==> src/rtl/correlation_sequencer_if.sv <==
// correlation_sequencer_if
// Bundles the handshake and data signals between the DOA sequencer and its
// surroundings (correlator, vector mux, result consumer).
//   start       arm one measurement
//   xCorrValid  one-cycle pulse per correlator sample update
//   xCorrIn     correlation vector of the pair selected by xCorrSel
//   corrEnable  gate for the correlator sample-valid
//   xCorrSel    pair index currently scanned
//   busy        measurement in progress
//   validOut    one-cycle pulse, lag outputs updated
//   lagOut0..5  signed peak lag per microphone pair
// master = driver/consumer side, slave = the sequencer itself.
interface correlation_sequencer_if #(
  parameter int MAX_SAMPLES_DELAY = 11,
  parameter int NUM_BITS_XCORR    = 32,
  parameter int LAG_BITS          = $clog2(MAX_SAMPLES_DELAY + 1) + 1
);
  logic                                                  start;
  logic                                                  xCorrValid;
  logic signed [2*MAX_SAMPLES_DELAY:0][NUM_BITS_XCORR-1:0] xCorrIn;
  logic                                                  corrEnable;
  logic [2:0]                                            xCorrSel;
  logic                                                  busy;
  logic                                                  validOut;
  logic signed [LAG_BITS-1:0]                            lagOut0;
  logic signed [LAG_BITS-1:0]                            lagOut1;
  logic signed [LAG_BITS-1:0]                            lagOut2;
  logic signed [LAG_BITS-1:0]                            lagOut3;
  logic signed [LAG_BITS-1:0]                            lagOut4;
  logic signed [LAG_BITS-1:0]                            lagOut5;

  modport master (
    output start, xCorrValid, xCorrIn,
    input  corrEnable, xCorrSel, busy, validOut,
    input  lagOut0, lagOut1, lagOut2, lagOut3, lagOut4, lagOut5
  );

  modport slave (
    input  start, xCorrValid, xCorrIn,
    output corrEnable, xCorrSel, busy, validOut,
    output lagOut0, lagOut1, lagOut2, lagOut3, lagOut4, lagOut5
  );
endinterface

==> src/rtl/correlation_sequencer.sv <==
// correlation_sequencer
// Sequences one direction-of-arrival measurement: lets the correlator absorb
// NUM_SAMPLES fresh samples, then freezes it and scans the six
// cross-correlation vectors one lag per cycle, reporting the lag of each
// vector's maximum as a signed sample delay.
// Ports:
//   clk  system clock
//   rst  synchronous active-high reset
//   bus  correlation_sequencer_if.slave (start, xCorrValid, xCorrIn in;
//        corrEnable, xCorrSel, busy, validOut, lagOut0..5 out)
module correlation_sequencer #(
  parameter int NUM_SAMPLES       = 1024,
  parameter int MAX_SAMPLES_DELAY = 11,
  parameter int NUM_BITS_XCORR    = 32,
  parameter int NUM_XCORRS        = 6,
  parameter int LAG_BITS          = $clog2(MAX_SAMPLES_DELAY + 1) + 1
) (
  input logic                     clk,
  input logic                     rst,
  correlation_sequencer_if.slave  bus
);

  localparam int NUM_LAGS = 2 * MAX_SAMPLES_DELAY + 1;
  localparam int K_BITS   = $clog2(NUM_LAGS);
  localparam int CNT_BITS = $clog2(NUM_SAMPLES + 1);

  localparam logic [1:0] IDLE = 2'd0;
  localparam logic [1:0] FILL = 2'd1;
  localparam logic [1:0] SCAN = 2'd2;
  localparam logic [1:0] DONE = 2'd3;

  logic [1:0]                       state_reg, state_next;
  logic [CNT_BITS-1:0]              cnt_reg;
  logic [K_BITS-1:0]                k_reg;
  logic [2:0]                       p_reg;
  logic signed [NUM_BITS_XCORR-1:0] best_reg;
  logic [K_BITS-1:0]                best_idx_reg;
  logic                             corr_enable_reg;

  logic                             cnt_last;
  logic                             k_last;
  logic                             p_last;
  logic signed [NUM_BITS_XCORR-1:0] cur_val;
  logic signed [NUM_BITS_XCORR-1:0] cand_best;
  logic [K_BITS-1:0]                cand_idx;
  logic signed [LAG_BITS-1:0]       lag_calc;
  logic signed [LAG_BITS-1:0]       lag_reg [NUM_XCORRS];

  assign cnt_last = (cnt_reg == CNT_BITS'(NUM_SAMPLES - 1));
  assign k_last   = (k_reg == K_BITS'(NUM_LAGS - 1));
  assign p_last   = (p_reg == 3'(NUM_XCORRS - 1));

  // Running argmax including the current lag, so the final comparison of a
  // pair is already folded in when its lag is written out.
  always_comb begin
    cur_val   = $signed(bus.xCorrIn[k_reg]);
    cand_best = best_reg;
    cand_idx  = best_idx_reg;
    if (k_reg == '0) begin
      cand_best = cur_val;
      cand_idx  = '0;
    end else if (cur_val > best_reg) begin
      // strict compare: ties keep the lowest index
      cand_best = cur_val;
      cand_idx  = k_reg;
    end
    // index 0..2M maps to lag -M..+M; modular subtraction is exact here
    lag_calc = LAG_BITS'(cand_idx) - LAG_BITS'(MAX_SAMPLES_DELAY);
  end

  always_comb begin
    state_next = state_reg;
    case (state_reg)
      IDLE:    if (bus.start) state_next = FILL;
      FILL:    if (bus.xCorrValid && cnt_last) state_next = SCAN;
      SCAN:    if (k_last && p_last) state_next = DONE;
      DONE:    state_next = IDLE;
      default: state_next = IDLE;
    endcase
  end

  always_ff @(posedge clk) begin
    if (rst) begin
      state_reg       <= IDLE;
      cnt_reg         <= '0;
      k_reg           <= '0;
      p_reg           <= '0;
      best_reg        <= '0;
      best_idx_reg    <= '0;
      corr_enable_reg <= 1'b0;
    end else begin
      state_reg <= state_next;
      // registered gate: follows the state being entered
      corr_enable_reg <= (state_next == FILL);
      case (state_reg)
        IDLE: begin
          if (bus.start) cnt_reg <= '0;
        end
        FILL: begin
          if (bus.xCorrValid) begin
            cnt_reg <= cnt_reg + 1'b1;
            if (cnt_last) begin
              k_reg <= '0;
              p_reg <= '0;
            end
          end
        end
        SCAN: begin
          best_reg     <= cand_best;
          best_idx_reg <= cand_idx;
          if (k_last) begin
            k_reg <= '0;
            // park the selector on pair 0 once the last pair is finished
            p_reg <= p_last ? 3'd0 : p_reg + 3'd1;
          end else begin
            k_reg <= k_reg + 1'b1;
          end
        end
        default: ;
      endcase
    end
  end

  // One result register per pair, written on the last lag of that pair.
  generate
    for (genvar gi = 0; gi < NUM_XCORRS; gi++) begin : g_lag
      always_ff @(posedge clk) begin
        if (rst) begin
          lag_reg[gi] <= '0;
        end else if (state_reg == SCAN && k_last && p_reg == 3'(gi)) begin
          lag_reg[gi] <= lag_calc;
        end
      end
    end
  endgenerate

  assign bus.corrEnable = corr_enable_reg;
  assign bus.xCorrSel   = p_reg;
  assign bus.busy       = (state_reg != IDLE);
  assign bus.validOut   = (state_reg == DONE);
  assign bus.lagOut0    = lag_reg[0];
  assign bus.lagOut1    = lag_reg[1];
  assign bus.lagOut2    = lag_reg[2];
  assign bus.lagOut3    = lag_reg[3];
  assign bus.lagOut4    = lag_reg[4];
  assign bus.lagOut5    = lag_reg[5];

endmodule

==> src/flat_wrapper.sv <==
// flat-port wrapper written by rule: the top's interface ports become plain ports
module correlation_sequencer_flat 
#(
  parameter int NUM_SAMPLES       = 1024,
  parameter int MAX_SAMPLES_DELAY = 11,
  parameter int NUM_BITS_XCORR    = 32,
  parameter int NUM_XCORRS        = 6,
  parameter int LAG_BITS          = $clog2(MAX_SAMPLES_DELAY + 1) + 1
)
  (clk, rst, bus_start, bus_xCorrValid, bus_xCorrIn, bus_corrEnable, bus_xCorrSel, bus_busy, bus_validOut, bus_lagOut0, bus_lagOut1, bus_lagOut2, bus_lagOut3, bus_lagOut4, bus_lagOut5);
  correlation_sequencer_if #(.MAX_SAMPLES_DELAY(MAX_SAMPLES_DELAY), .NUM_BITS_XCORR(NUM_BITS_XCORR), .LAG_BITS(LAG_BITS)) bus_i ();
  input logic clk;
  input logic rst;
  input wire logic [$bits(bus_i.start)-1:0] bus_start;
  input wire logic [$bits(bus_i.xCorrValid)-1:0] bus_xCorrValid;
  input wire logic [$bits(bus_i.xCorrIn)-1:0] bus_xCorrIn;
  output wire logic [$bits(bus_i.corrEnable)-1:0] bus_corrEnable;
  output wire logic [$bits(bus_i.xCorrSel)-1:0] bus_xCorrSel;
  output wire logic [$bits(bus_i.busy)-1:0] bus_busy;
  output wire logic [$bits(bus_i.validOut)-1:0] bus_validOut;
  output wire logic [$bits(bus_i.lagOut0)-1:0] bus_lagOut0;
  output wire logic [$bits(bus_i.lagOut1)-1:0] bus_lagOut1;
  output wire logic [$bits(bus_i.lagOut2)-1:0] bus_lagOut2;
  output wire logic [$bits(bus_i.lagOut3)-1:0] bus_lagOut3;
  output wire logic [$bits(bus_i.lagOut4)-1:0] bus_lagOut4;
  output wire logic [$bits(bus_i.lagOut5)-1:0] bus_lagOut5;
  assign bus_i.start = bus_start;
  assign bus_i.xCorrValid = bus_xCorrValid;
  assign bus_i.xCorrIn = bus_xCorrIn;
  assign bus_corrEnable = bus_i.corrEnable;
  assign bus_xCorrSel = bus_i.xCorrSel;
  assign bus_busy = bus_i.busy;
  assign bus_validOut = bus_i.validOut;
  assign bus_lagOut0 = bus_i.lagOut0;
  assign bus_lagOut1 = bus_i.lagOut1;
  assign bus_lagOut2 = bus_i.lagOut2;
  assign bus_lagOut3 = bus_i.lagOut3;
  assign bus_lagOut4 = bus_i.lagOut4;
  assign bus_lagOut5 = bus_i.lagOut5;
  correlation_sequencer #(.NUM_SAMPLES(NUM_SAMPLES), .MAX_SAMPLES_DELAY(MAX_SAMPLES_DELAY), .NUM_BITS_XCORR(NUM_BITS_XCORR), .NUM_XCORRS(NUM_XCORRS), .LAG_BITS(LAG_BITS)) u_core (.clk(clk), .rst(rst), .bus(bus_i));
endmodule
==> config.mk <==
export PLATFORM = sky130hd
export DESIGN_NAME = correlation_sequencer_flat
export DESIGN_NICKNAME = d
export VERILOG_FILES = /design/src/rtl/correlation_sequencer_if.sv /design/src/rtl/correlation_sequencer.sv /design/src/flat_wrapper.sv
export SDC_FILE = /design/constraint.sdc
export NUM_CORES = 1
export LEC_CHECK = 0
export CAP_MARGIN = 20
export CORE_AREA = 5 5 299 301
export CTS_BUF_LIST = sky130_fd_sc_hd__clkbuf_4 sky130_fd_sc_hd__clkbuf_8 sky130_fd_sc_hd__clkbuf_16
export DETAILED_ROUTE_END_ITERATION = 12
export DIE_AREA = 0 0 304 306
export HOLD_SLACK_MARGIN = 0.1
export PLACE_DENSITY = 0.32
export SLEW_MARGIN = 20
export SYNTH_ARGS = -nofsm -noshare
export SYNTH_HDL_FRONTEND = slang
export SYNTH_SLANG_ARGS = --single-unit
==> constraint.sdc <==
create_clock -name clk -period 8 [get_ports clk]
set_clock_uncertainty 0.2 [all_clocks]
set_input_delay 0.8 -clock clk [delete_from_list [all_inputs] [get_ports clk]]
set_output_delay 0.8 -clock clk [all_outputs]
set_load 0.02 [all_outputs]
==> impl_metrics.toml, run 1 <==
[worst_setup_path]
critical_path_class = "flip-flop to flip-flop"
path_max_fanout = 41
cp_data_arrival_time_ps = 6830
rr_startpoint = "u_core.k_reg[1]"
rr_worst_depth = 18
slowest_stage = "dfxtp_4"
cp-end-kind = "flip-flop"
max_stage_delay_ps = 900
cp.required_ps = 8010
cp-start-kind = "flip-flop"
ff2ff_setup_slack_ps = 1180
startpoint = "u_core.k_reg[1]"
path_cells = "buf_4 > mux4_2 > mux4_2 > nand2_1 > o21ai_0 > ha_1 > nand4_2 > or4_4 > or4_4 > o311a_2 > nor2_8 > a21oi_1 > nor2_1 > ha_1 > o21ai_0 > mux2_2 > or3_1 > a21oi_2"

[die]
die_w_um = 304
die_area_um2 = 93020
ioPinCount = 776
die_y_um = 306
initial_utilization = 0.1195
core_region_area_um2 = 86350
rows = 108

[sta]
period_share = 0.8522
period_needed_ps = 6818
worst_pin_slew_ps = 1095
finalHoldViolCount = 0
hold_ws_ps = 266.8
totalNegativeSetupSlack_ps = 0
rsz0062_at_grt = "false"
fmax_mhz = 146.7
drv_slew = 0
finalSetupViolCount = 0
relSlewSlack = 0.2697

[synthesis]
synth_area_um2 = 10320
synth_seq_cells = 89
syn_inst = 956
synth-edff-count = 30
ys_seq_area_frac = 0.2017
async_reset_ff_frac = 0
postSynthAreaPerCell_um2 = 10.80
syn-num-nets = 1734
ys.flop_type = "dfxtp_1"
synth_cell_types = 53
yosysWarnings = 0

[grt]
grt-ovfl-total = 0
grt_pass1_vias = 12700
grt_antenna_before_repair = 58
grtUsageTotal = 0.1718
grt_first_pass_wirelength_um = 111600
grt_max_degree = 66

[final_layout]
most-common-layout-cells = "clkdlybuf4s50_1, mux4_2, nor2_1, nand2_1, o21ai_0"
final_layout_size_suffix_gt1_frac = 0.1532
areaGrowthSynthToFinish_pct = 92.15
nets = 2457
final_common_cell = "clkdlybuf4s50_1"
largest_register_ffs = 32
final_cells = 2861
fin_area_um2 = 19830

[cts]
path_clk_slew_ps = 80
cts_tree = "yes"
cts-buffers-inserted = 9
insertion_delay_ps = 360
numClockSinks = 89
cts_resized = 0
htree_levels = 3
cts-root-buf = "clkbuf_16"
hold_buffers = 0
cts.path.max_buffers = 2
postCtsSetupBuffers = 0

[pwr]
vdd_drop_max_v = 0.00008824
power.density_nw_per_um2 = 78.38
leakage_nw = 6.263
totalPowerFinal_mw = 1.555

[job]
max-cap-violations = 0

[drt]
ant_nets = 0
firstDrtPassIters = 5
vias = 11710
wire_per_inst_um = 29.32
drtIter0Drc = 855
routed_via_density = 4.092
wirelength_um = 83880
drc_errors = 0

[worst_hold_path]
min_from = "u_core.best_reg[2]"
hp-class = "flip-flop to flip-flop"
holdPathStages = 2

[placement]
io_buffer_count = 775
placed_cell_area_um2 = 19440
dp_hpwl_um = 73640
dp_cells = 2823
place.gp.congestion = 0.9128

[status]
status = "complete, no violations"
[layout make-up]
type / count / area [um2]
antenna: 22 / 55.05
clock buffer: 9 / 225.2
clock inverter: 7 / 108.9
fill: 9199 / 66510
inverter: 41 / 153.9
multi-input combinational: 736 / 7721
sequential: 89 / 2095
tap: 1155 / 1445
timing repair buffer: 802 / 8030
[path summary, 6_finish.rpt]
check,end
min,u_core.best_reg[2]
min reg2reg,u_core.best_reg[2]
max reg2reg,u_core.lag_reg[1][9]
max,u_core.lag_reg[1][9]
[stage by stage]
stage,worst slack [ps],util
detailed placement,1017,0.2252
global route,724.0,0.2294
finish,1182,0.2297
global placement,1073,0.2252
floorplan,1991,-
CTS,1090,0.2291
[kinds of logic after synthesis]
family                     after synthesis  synth area share
muxes                                  228            0.4539
buffers and inverters                  131           0.05212
AOI/OAI and AO/OA                      208            0.1275
xor gates and xnor gates                10          0.008485
and+or+nand+nor                        252            0.1102
adders and majority gates               38           0.04606
DFF                                     89            0.2017
[metal layers]
metal,wire [um],track usage,share of wire
met1,35350,0.2185,0.42
met5,187,0,0.0022
met3,7962,0.06820,0.095
met2,39660,0.2798,0.47
met4,727,0.03197,0.0087
[synthesized netlist by cell type, types with 3 or more instances]
cell type	count	area, um2
buf_2	16	80.08
nor3_1	4	20.02
a211oi_1	37	277.8
edfxtp_1	30	900.9
and3_1	5	31.28
mux4_2	192	4324
clkbuf_1	56	210.2
nand3b_1	4	30.03
buf_1	13	48.80
xor2_1	8	70.07
nor2_1	102	382.9
nand3_1	9	45.04
nand4_1	8	50.05
ha_1	38	475.5
mux2i_1	35	350.3
and2_1	4	25.02
buf_4	3	22.52
or4_1	3	22.52
dfxtp_1	59	1181
nor2b_1	4	25.02
inv_1	41	153.9
o21bai_1	4	30.03
o21ai_0	77	385.4
a21oi_2	6	52.55
a21oi_1	29	145.1
o211ai_1	32	240.2
a21o_1	6	45.04
nand2b_1	6	37.54
nand2_1	88	330.3
a22oi_1	6	45.04
[power by group]
| group | total [mW] | internal, mW | switching [mW] |
|---|---|---|---|
| registers | 0.475 | 0.472 | 0.00367 |
| clock network | 0.499 | 0.282 | 0.218 |
| logic | 0.580 | 0.412 | 0.168 |
[worst max-delay path, delay by kind of cell, from the launching register on]
kind | cells | cell delay [ps]
buffers and inverters | 1 | 430
DFF | 1 | 900
AOI/OAI and AO/OA | 5 | 680
muxes | 3 | 1190
adders and majority gates | 2 | 810
and+or+nand+nor | 7 | 2420
No activity file was read; power rests on OpenSTA's default activity.
==> run 2, diff against run 1 <==
--- a/config.mk
+++ b/config.mk
@@ -10,8 +10,8 @@
 export CTS_BUF_LIST = sky130_fd_sc_hd__clkbuf_4 sky130_fd_sc_hd__clkbuf_8 sky130_fd_sc_hd__clkbuf_16
 export DETAILED_ROUTE_END_ITERATION = 12
 export DIE_AREA = 0 0 304 306
-export HOLD_SLACK_MARGIN = 0.1
 export PLACE_DENSITY = 0.32
+export RECOVER_POWER = 50
 export SLEW_MARGIN = 20
 export SYNTH_ARGS = -nofsm -noshare
 export SYNTH_HDL_FRONTEND = slang
==> run 2 against run 1 <==
The run now ends with max-capacitance violations, max-slew violations left; cell area barely moved; combinational power barely moved; critical path depth fell by 1; power fell by 0.19%; global-route usage did not move; die area did not move; flip-flop and latch count did not move; sequential power barely moved; non-clock buffer count did not move; setup slack got worse by 87 ps; maximum frequency fell by 1.3%; worst hold slack barely moved; largest power group unchanged.
==> impl_metrics.toml, run 2 (synthesis gave the netlist of run 1 again) <==
[status]
status = "finished, violations left"
violations = "max-capacitance violations, max-slew violations"

[die]
die_w_um = 304
rows = 108
initial_utilization = 0.1195
core_region_area_um2 = 86350
ioPinCount = 776
die_y_um = 306
die_area_um2 = 93020

[worst_setup_path]
cp-start-kind = "flip-flop"
rr_worst_depth = 17
cp-end-kind = "flip-flop"
cp.required_ps = 8010
cp_data_arrival_time_ps = 6920
path_max_fanout = 29
critical_path_class = "flip-flop to flip-flop"

[sta]
period_needed_ps = 6905
relSlewSlack = -0.3335
worst_pin_slew_ps = 2000
totalNegativeSetupSlack_ps = 0
finalHoldViolCount = 0
fmax_mhz = 144.8
finalSetupViolCount = 0
period_share = 0.8631
drv_slew = 30
rsz0062_at_grt = "false"

[final_layout]
most-common-layout-cells = "clkdlybuf4s50_1, mux4_2, nor2_1, nand2_1, o21ai_0"
largest_register_ffs = 32
final_layout_size_suffix_gt1_frac = 0.1520
final_common_cell = "clkdlybuf4s50_1"
nets = 2457
areaGrowthSynthToFinish_pct = 92.05

[cts]
htree_levels = 3
insertion_delay_ps = 360
cts-root-buf = "clkbuf_16"
cts_resized = 0
postCtsSetupBuffers = 0
hold_buffers = 0
cts.path.max_buffers = 2
path_clk_slew_ps = 80
cts-buffers-inserted = 9
numClockSinks = 89
cts_tree = "yes"

[drt]
wire_per_inst_um = 29.35
wirelength_um = 83900
ant_nets = 0
drtIter0Drc = 857
vias = 11740
routed_via_density = 4.106
firstDrtPassIters = 5
drc_errors = 0

[pwr]
power.internal_mw = 1.162
power.density_nw_per_um2 = 78.27
switching_share = 0.2508
vdd_drop_max_v = 0.00008823
leakage_nw = 6.302
clkPwrFrac = 0.322
p_sw_uw = 389.2
p_comb_frac = 0.372
totalPowerFinal_mw = 1.552
seqPwrFrac = 0.306

[grt]
grt_pass1_vias = 12700
grt_max_degree = 66
grt_first_pass_wirelength_um = 111600
grt-ovfl-total = 0
grtUsageTotal = 0.1718
grt_antenna_before_repair = 58

[placement]
io_buffer_count = 775
place.gp.congestion = 0.9128
dp_hpwl_um = 73640

[job]
max-cap-violations = 1

[worst_hold_path]
holdPathStages = 2
hp-class = "flip-flop to flip-flop"
-- run 2: worst paths after layout --
check                      from                   end  slack [ps]
max             u_core.k_reg[3]  u_core.lag_reg[1][9]        1100
min          u_core.best_reg[2]    u_core.best_reg[2]         270
max reg2reg     u_core.k_reg[3]  u_core.lag_reg[1][9]        1100
min reg2reg  u_core.best_reg[2]    u_core.best_reg[2]         270
-- run 2: power by group through the flow --
stage	logic, mW	clock network, mW	registers (mW)
floorplan	0.123	0	0.495
global placement	0.579	0	0.486
detailed placement	0.582	0	0.486
CTS	0.585	0.521	0.476
global route	0.611	0.536	0.476
finish	0.577	0.499	0.475
-- run 2: final cells by class --
type / count / area [um2]
Tap cell: 1155 / 1445
Sequential cell: 89 / 2093
Clock inverter: 7 / 108.9
Inverter: 41 / 153.9
Multi-Input combinational cell: 736 / 7721
Clock buffer: 9 / 225.2
Antenna cell: 20 / 50.05
Fill cell: 9201 / 66520
Timing Repair Buffer: 802 / 8026
-- run 2: routing by layer --
layer / GRT usage / routed length [um]
met1: 0.2185 / 35750
met2: 0.2798 / 39670
met3: 0.06820 / 7564
met4: 0.03197 / 729
met5: 0 / 187
-- run 2: stage by stage --
stage          instance area, um2  utilization  worst slack [ps]  cells  hold WS (ps)
2_1_floorplan               10320            -              1991    956         240.2
3_3_place_gp                19440       0.2252              1073   2823         253.0
3_5_place_dp                19440       0.2252              1017   2823         255.0
4_1_cts                     19780       0.2291              1090   2839         270.6
5_1_grt                     19800       0.2293             671.1   2850         283.0
6_report                    19820       0.2296              1095   2859         266.8
-- run 2: critical path, cell delays in order, from the launching register on --
cell and delay, ps:
dfxtp_1 1650, buf_4 430, mux4_2 330, nand2_1 150, o21ai_0 150, ha_1 370, nand4_1 130, or4_1 530
or4_4 540, o311a_2 200, nor2_8 160, a21oi_1 90, nor2_1 430, ha_1 320, o21ai_0 100, mux2_2 290
or3_1 470, a21oi_2 180
